### config.mk
export PLATFORM = sky130hd
export DESIGN_NAME = axicb_rd_ost_ctrl
export DESIGN_NICKNAME = d
export VERILOG_FILES = /design/src/rtl/axicb_pkg.sv /design/src/rtl/axicb_ost_counter.sv /design/src/rtl/axicb_rd_ost_ctrl.sv
export SDC_FILE = /design/constraint.sdc
export NUM_CORES = 1
export LEC_CHECK = 0
export CAP_MARGIN = 10
export CELL_PAD_IN_SITES_DETAIL_PLACEMENT = 1
export CELL_PAD_IN_SITES_GLOBAL_PLACEMENT = 2
export CORE_ASPECT_RATIO = 0.5
export CORE_UTILIZATION = 29
export CTS_CLUSTER_DIAMETER = 80
export CTS_CLUSTER_SIZE = 20
export DETAILED_ROUTE_END_ITERATION = 8
export GPL_TIMING_DRIVEN = 0
export PLACE_DENSITY_LB_ADDON = 0.1
export RECOVER_POWER = 50
export REMOVE_ABC_BUFFERS = 1
export SLEW_MARGIN = 10
export SYNTH_ARGS = -nofsm -noshare
export SYNTH_HDL_FRONTEND = slang
export SYNTH_HIERARCHICAL = 1
export SYNTH_SLANG_ARGS = --single-unit
### constraint.sdc
create_clock -name aclk -period 2.8 [get_ports aclk]
set_input_delay 0.56 -clock aclk [delete_from_list [all_inputs] [get_ports aclk]]
set_output_delay 0.56 -clock aclk [all_outputs]
set_load 0.1 [all_outputs]
### src/rtl/axicb_pkg.sv
// Shared types and defaults for the AXI crossbar read-path blocks.
package axicb_pkg;

    localparam int AXICB_MAX_OST_DEF = 8;

    typedef enum logic [1:0] {
        ST_RUN     = 2'd0,
        ST_DRAIN   = 2'd1,
        ST_DRAINED = 2'd2
    } axicb_rd_state_e;

endpackage

### src/rtl/axicb_ost_counter.sv
// Single-master outstanding read burst counter with sticky underflow flag.
// The R-silence watchdog is built only when AXICB_RD_OST_TIMEOUT_EN is defined.
module axicb_ost_counter
    import axicb_pkg::*;
#(
    parameter int MAX_OST        = AXICB_MAX_OST_DEF,
    parameter int TIMEOUT_CYCLES = 1024,
    parameter int CNT_W          = $clog2(MAX_OST + 1)
) (
    input  logic aclk,
    input  logic aresetn,
    input  logic srst,
    input  logic inc,
    input  logic dec,
    input  logic r_hs,
    output logic full,
    output logic empty,
    output logic underflow,
    output logic timeout
);

    logic [CNT_W-1:0] cnt_q, cnt_d;
    logic             underflow_q, underflow_d;

    assign full  = (cnt_q == CNT_W'(MAX_OST));
    assign empty = (cnt_q == '0);

    // inc is already gated by full upstream, so +1 cannot overshoot MAX_OST
    always_comb begin
        cnt_d       = cnt_q;
        underflow_d = underflow_q;
        if (inc && !dec) begin
            cnt_d = cnt_q + CNT_W'(1);
        end else if (dec && !inc) begin
            if (empty) underflow_d = 1'b1;
            else       cnt_d = cnt_q - CNT_W'(1);
        end
    end

    always_ff @(posedge aclk or negedge aresetn) begin
        if (!aresetn) begin
            cnt_q       <= '0;
            underflow_q <= 1'b0;
        end else if (srst) begin
            cnt_q       <= '0;
            underflow_q <= 1'b0;
        end else begin
            cnt_q       <= cnt_d;
            underflow_q <= underflow_d;
        end
    end

    assign underflow = underflow_q;

`ifdef AXICB_RD_OST_TIMEOUT_EN
    localparam int WD_W = $clog2(TIMEOUT_CYCLES + 1);

    logic [WD_W-1:0] wdog_q, wdog_d;
    logic            timeout_q, timeout_d;

    always_comb begin
        wdog_d    = wdog_q;
        timeout_d = timeout_q;
        if (empty || r_hs)                       wdog_d = '0;
        else if (wdog_q != WD_W'(TIMEOUT_CYCLES)) wdog_d = wdog_q + WD_W'(1);
        if (wdog_d == WD_W'(TIMEOUT_CYCLES))     timeout_d = 1'b1;
    end

    always_ff @(posedge aclk or negedge aresetn) begin
        if (!aresetn) begin
            wdog_q    <= '0;
            timeout_q <= 1'b0;
        end else if (srst) begin
            wdog_q    <= '0;
            timeout_q <= 1'b0;
        end else begin
            wdog_q    <= wdog_d;
            timeout_q <= timeout_d;
        end
    end

    assign timeout = timeout_q;
`else
    logic unused_r_hs;
    assign unused_r_hs = r_hs;
    assign timeout     = 1'b0;
`endif

endmodule

### src/rtl/axicb_rd_ost_ctrl.sv
// Read-path admission control: per-master outstanding limit plus drain/quiesce FSM.
// Optional per-master R watchdog via AXICB_RD_OST_TIMEOUT_EN.
// Integrator note: a reset mid-burst clears the counters, so late RLASTs then flag err_underflow.
//   state      | meaning
//   ST_RUN     | AR admitted subject to per-master limit
//   ST_DRAIN   | AR blocked, waiting for all bursts to complete
//   ST_DRAINED | AR blocked, fabric idle, drained asserted
module axicb_rd_ost_ctrl
    import axicb_pkg::*;
#(
    parameter int  MST_NB         = 4,
    parameter int  MAX_OST        = AXICB_MAX_OST_DEF,
    parameter int  TIMEOUT_CYCLES = 1024,
    localparam int CNT_W          = $clog2(MAX_OST + 1)
) (
    input  logic              aclk,
    input  logic              aresetn,
    input  logic              srst,
    input  logic [MST_NB-1:0] s_arvalid,
    output logic [MST_NB-1:0] s_arready,
    output logic [MST_NB-1:0] m_arvalid,
    input  logic [MST_NB-1:0] m_arready,
    input  logic [MST_NB-1:0] r_valid,
    input  logic [MST_NB-1:0] r_ready,
    input  logic [MST_NB-1:0] r_last,
    input  logic              drain_req,
    output logic              drained,
    output logic [MST_NB-1:0] ost_full,
    output logic              ost_busy,
    output logic              err_underflow,
    output logic [MST_NB-1:0] err_timeout
);

    axicb_rd_state_e state_q, state_d;

    logic [MST_NB-1:0] block;
    logic [MST_NB-1:0] inc;
    logic [MST_NB-1:0] dec;
    logic [MST_NB-1:0] r_hs;
    logic [MST_NB-1:0] empty;
    logic [MST_NB-1:0] underflow;

    // block depends only on registered state, keeping r_* off the AR paths
    assign block     = ost_full | {MST_NB{state_q != ST_RUN}};
    assign m_arvalid = s_arvalid & ~block;
    assign s_arready = m_arready & ~block;

    assign inc  = s_arvalid & s_arready;
    assign r_hs = r_valid & r_ready;
    assign dec  = r_hs & r_last;

    for (genvar i = 0; i < MST_NB; i++) begin : g_cnt
        axicb_ost_counter #(
            .MAX_OST        (MAX_OST),
            .TIMEOUT_CYCLES (TIMEOUT_CYCLES),
            .CNT_W          (CNT_W)
        ) u_cnt (
            .aclk      (aclk),
            .aresetn   (aresetn),
            .srst      (srst),
            .inc       (inc[i]),
            .dec       (dec[i]),
            .r_hs      (r_hs[i]),
            .full      (ost_full[i]),
            .empty     (empty[i]),
            .underflow (underflow[i]),
            .timeout   (err_timeout[i])
        );
    end

    assign ost_busy      = ~&empty;
    assign err_underflow = |underflow;
    assign drained       = (state_q == ST_DRAINED);

    always_comb begin
        state_d = state_q;
        case (state_q)
            ST_RUN: begin
                if (drain_req) state_d = ST_DRAIN;
            end
            ST_DRAIN: begin
                if (!drain_req)                   state_d = ST_RUN;
                else if (!ost_busy && dec == '0)  state_d = ST_DRAINED;
            end
            ST_DRAINED: begin
                if (!drain_req) state_d = ST_RUN;
            end
            default: state_d = ST_RUN;
        endcase
    end

    always_ff @(posedge aclk or negedge aresetn) begin
        if (!aresetn)  state_q <= ST_RUN;
        else if (srst) state_q <= ST_RUN;
        else           state_q <= state_d;
    end

endmodule

* Word-level counts from Yosys, hierarchy flattened *
Index checks and enable logic that the tools add are counted.

word-level totals
  register bits = 22
  output and inout port bits = 19
  logic and storage cells = 127

cells by class
  $add $sub $neg = 8
  eq/ne operators = 17
  multiplexer cells = 38
  bitwise operators = 7
  reductions and logical operators = 48

operators with widths
  operator               number
  $mux W4                16
  $and A4 B4 Y4          5
  $logic_not A4 Y1       5
  $ne A3 B3 Y1 const B   6
  $reduce_bool A2 Y1     9
  $add A4 B1 Y4 const B  4
  $eq A4 B4 Y1 const B   4
  $mux W1                16
  $sub A4 B1 Y4 const B  4
  $reduce_and A3 Y1      5
  $reduce_bool A3 Y1     4
  $mux W2                5
  $logic_and A1 B1 Y1    9
  $logic_not A1 Y1       9
  $ne A2 B2 Y1 const B   4
  $reduce_and A2 Y1      4
  $pmux W2 S3            1
  $ne A4 B4 Y1 const B   1
  $not A4 Y4             1
  $or A4 B4 Y4           1
  $reduce_and A4 Y1      1
  $reduce_or A4 Y1       1
  $eq A2 B1 Y1 const B   1
  $eq A2 B2 Y1 const B   1
  $logic_not A2 Y1       1

* Longest topological paths before layout *
  depth after elaboration = 10
  depth in mapped cells = 12

* Modules after synthesis *
Netlist, hierarchy kept.

by module, submodules not included
  module             times used  cells each  area an instance (µm²)  seq. area each (µm²)
  axicb_ost_counter  4           44          390.4                   125.1
  axicb_rd_ost_ctrl  1           35          272.8                   50.0

* Least setup slack after synthesis *
OpenSTA, ideal clock, no wires.

  path kind = flip-flop to flip-flop
  start point = reg g_cnt[0].u_cnt.cnt_q[1]
  end point = reg state_q[0]
  arrival = 3.010 ns
  required time = 2.676 ns
  slack = -0.334 ns
  stages on the path, launching flop included = 5
  buffers on the path = 0
  clock period less this slack = 3.134 ns
  path through = dfrtp_1 > nor4_1 > nand4_1 > or4b_4 > o31a_1

on the way
  longest elaborated chain between the ends = 5

ends and longest elaborated chain
  element                             line                     text
  start, declared                     axicb_ost_counter.sv:22  logic [CNT_W-1:0] cnt_q, cnt_d;
  start signal, assigned              axicb_ost_counter.sv:48  cnt_q <= cnt_d;
  $logic_not A4 Y1                    axicb_ost_counter.sv:26  assign empty = (cnt_q == '0);
  named net empty[0]                  axicb_rd_ost_ctrl.sv:40  logic [MST_NB-1:0] empty;
  $reduce_and A4 Y1                   axicb_rd_ost_ctrl.sv:71  assign ost_busy = ~&empty;
  $logic_and A1 B1 Y1                 axicb_rd_ost_ctrl.sv:83  else if (!ost_busy && dec == '0) state_d = ST_DRAINED;
  $ne A4 B4 Y1 (no source line)       --
  $reduce_and A3 Y1 (no source line)  --
  end signal, assigned                axicb_rd_ost_ctrl.sv:95  else state_q <= state_d;
  end, declared                       axicb_rd_ost_ctrl.sv:34  axicb_rd_state_e state_q, state_d;

The timed path passes the listed nets, and every way through them passes these cells.
A chain may end at the register's enable or synchronous reset.

* Worst setup path after layout *
  start point = reg g_cnt[1].u_cnt.underflow_q
  end point = out err_underflow

on the way
  longest elaborated chain between the ends = 1

ends and longest elaborated chain
  element                 line                     text
  start, declared         axicb_ost_counter.sv:23  logic underflow_q, underflow_d;
  start signal, assigned  axicb_ost_counter.sv:49  underflow_q <= underflow_d;
  $reduce_or A4 Y1        axicb_rd_ost_ctrl.sv:72  assign err_underflow = |underflow;
  end, declared           axicb_rd_ost_ctrl.sv:30  output logic err_underflow,

No other way between the ends.

==> metrics.yaml <==
switching_power_uw: 621.0
postSynthAreaPerCell_sq_um: 8.734
grt_pass1_vias: 1640
skew_ps: 2.303
crit_fanout: 2
crit_start: "g_cnt[1].u_cnt/underflow$_DFFE_PN0P_"
grt_pass1_wl_microns: 8162
path_class: "flip-flop to primary output"
clockPowerShare_pct: 22.2
dr.first_iter.drc_count: 35
period_needed_ps: 2731
grt_max_degree: 23
tightest_slew_ps: 1306
dp.cells: 317
route.final.wire_length_microns: 4658
slew_viol_final: 0
status: "finished clean"
synthesis.area_sq_um: 1808
power.density_nw_per_um2: 621.5
combPwrFrac_pct: 48.2
start_util_pct: 31.56
fin_crit_sh_pct: 97.52
dr_total_vias: 1540
p_int_uw: 763.2
r2r-end: "g_cnt[1].u_cnt/cnt_q[1]$_DFFE_PN0P_"
swShare_pct: 44.86
cts_root_buffer: "clkbuf_16"
rrSetupSlack_ps: 320
dieWidth_microns: 113.7
num_rows: 19
layout.cells.non_filler: 320
holdCritPathClass: "flip-flop to flip-flop"
syn2layout_area_growth_pct: 23.18
finalNetCount: 270
cts_buffers: 3
max-cap-violations: 0
syn_inst: 207
die_y_microns: 57.83
min_delay_path_depth: 2
place.detailed.hpwl_microns: 3537
vdd_drop_max_uv: 187.3
seqPwrFrac_pct: 29.6
antenna_found_initial: 0
vias_per_cell: 4.813
endpoint: "err_underflow"
reg2reg_depth: 11
gp_congestion: 0.7191
final_common_cell: "clkdlybuf4s50_1"
place_area_sq_um: 2173
clkTransAtPathRegs_ps: 60
dieArea_sq_um: 6573
core-area_sq_um: 5729
cp.required_ps: 2240
dr.pass1.iters: 4
wl_per_cell_microns: 14.56
final_cell_mix: "clkdlybuf4s50_1 (24), dfrtp_1 (22), nand2_1 (16)"
rsz0062_at_grt: "true"
track_usage_pct: 16.05
slew_headroom_pct: 12.92
clock_path_buffers: 2
final_area_sq_um: 2227
drc: 0
clock_sinks: 22
portBuffers: 38
setup_viol: 0
final.setup.tns_ps: 0
drive_gt1_share_pct: 11.02
hold_violations: 0
io_pins: 43
cts_tree: "built"
ant_nets: 0
end_kind: "primary output"
p_leak_nw: 0.9151
fmax_ghz: 0.3662
grt_overflow: 0
antenna_cells: 0
cp.arrival_ps: 2170
ys_warn_count: 6
clkLatencyLatePin_ps: 260
cts.htree.levels: 1
postCtsHoldBufs: 0
r2r_start: "g_cnt[1].u_cnt/cnt_q[1]$_DFFE_PN0P_"
start_kind: "flip-flop"
critical path, cell delays in order (launching register included):
cell and delay (ps):
dfrtp_1 400, or4_1 530, clkdlybuf4s50_1 990
power by group through the flow:
stage          combinational (mW)  sequential [mW]  clock, mW
4_1_cts                     0.677            0.408      0.323
2_1_floorplan               0.524            0.394          0
5_1_grt                     0.728            0.417      0.327
3_3_place_gp                0.673            0.408          0
6_report                    0.668            0.409      0.308
3_5_place_dp                0.683            0.409          0
timing repair:
item	CTS	global route
resized for setup	20	13
cloned	0	0
endpoints found under the setup margin	13	8
buffers inserted	0	0
registers in the layout, summed over array words and instances (netlist names):
name,count
g_cnt.u_cnt/cnt_q,16
state_q,2
g_cnt.u_cnt/underflow,4
area by class of cell:
cell class                 count  area, sq um
multi-input combinational    165         1132
timing repair buffer          38        334.1
tap                           84        105.1
sequential                    22        550.5
fill                         682         3502
clock buffer                   3        75.07
inverter                       8        30.03
through the flow:
stage	setup WS [ps]	total power, mW	util, %	hold slack, ps
after floorplan	-334.3	0.9180	-	264.4
after detailed placement	-166.5	1.093	37.93	487.8
after CTS	-13.40	1.408	39.38	505.6
after global routing	-11.62	1.472	38.87	542.2
final	69.45	1.384	38.87	499.8
after global placement	-160.0	1.081	37.93	477.0
worst min path at each step:
| stage | startpoint | endpoint | slack [ps] |
|---|---|---|---|
| 2_1_floorplan | aresetn | g_cnt[0].u_cnt/cnt_q[0]$_DFFE_PN0P_ | 260 |
| 3_3_place_gp | g_cnt[0].u_cnt/underflow$_DFFE_PN0P_ | g_cnt[0].u_cnt/underflow$_DFFE_PN0P_ | 480 |
| 3_5_place_dp | g_cnt[3].u_cnt/underflow$_DFFE_PN0P_ | g_cnt[3].u_cnt/underflow$_DFFE_PN0P_ | 490 |
| 4_1_cts | g_cnt[3].u_cnt/underflow$_DFFE_PN0P_ | g_cnt[3].u_cnt/underflow$_DFFE_PN0P_ | 510 |
| 5_1_grt | g_cnt[3].u_cnt/underflow$_DFFE_PN0P_ | g_cnt[3].u_cnt/underflow$_DFFE_PN0P_ | 540 |
| 6_report | g_cnt[3].u_cnt/underflow$_DFFE_PN0P_ | g_cnt[3].u_cnt/underflow$_DFFE_PN0P_ | 500 |
metal layers:
metal,share of wire [%],vias to the layer above,GRT usage (%)
li1,-,787,-
met5,0,-,0
met3,3.2,4,4.393
met4,0.54,0,2.256
met1,50,735,21.67
met2,46,14,26.48
Note: power is estimated with default switching activity, not from simulation.
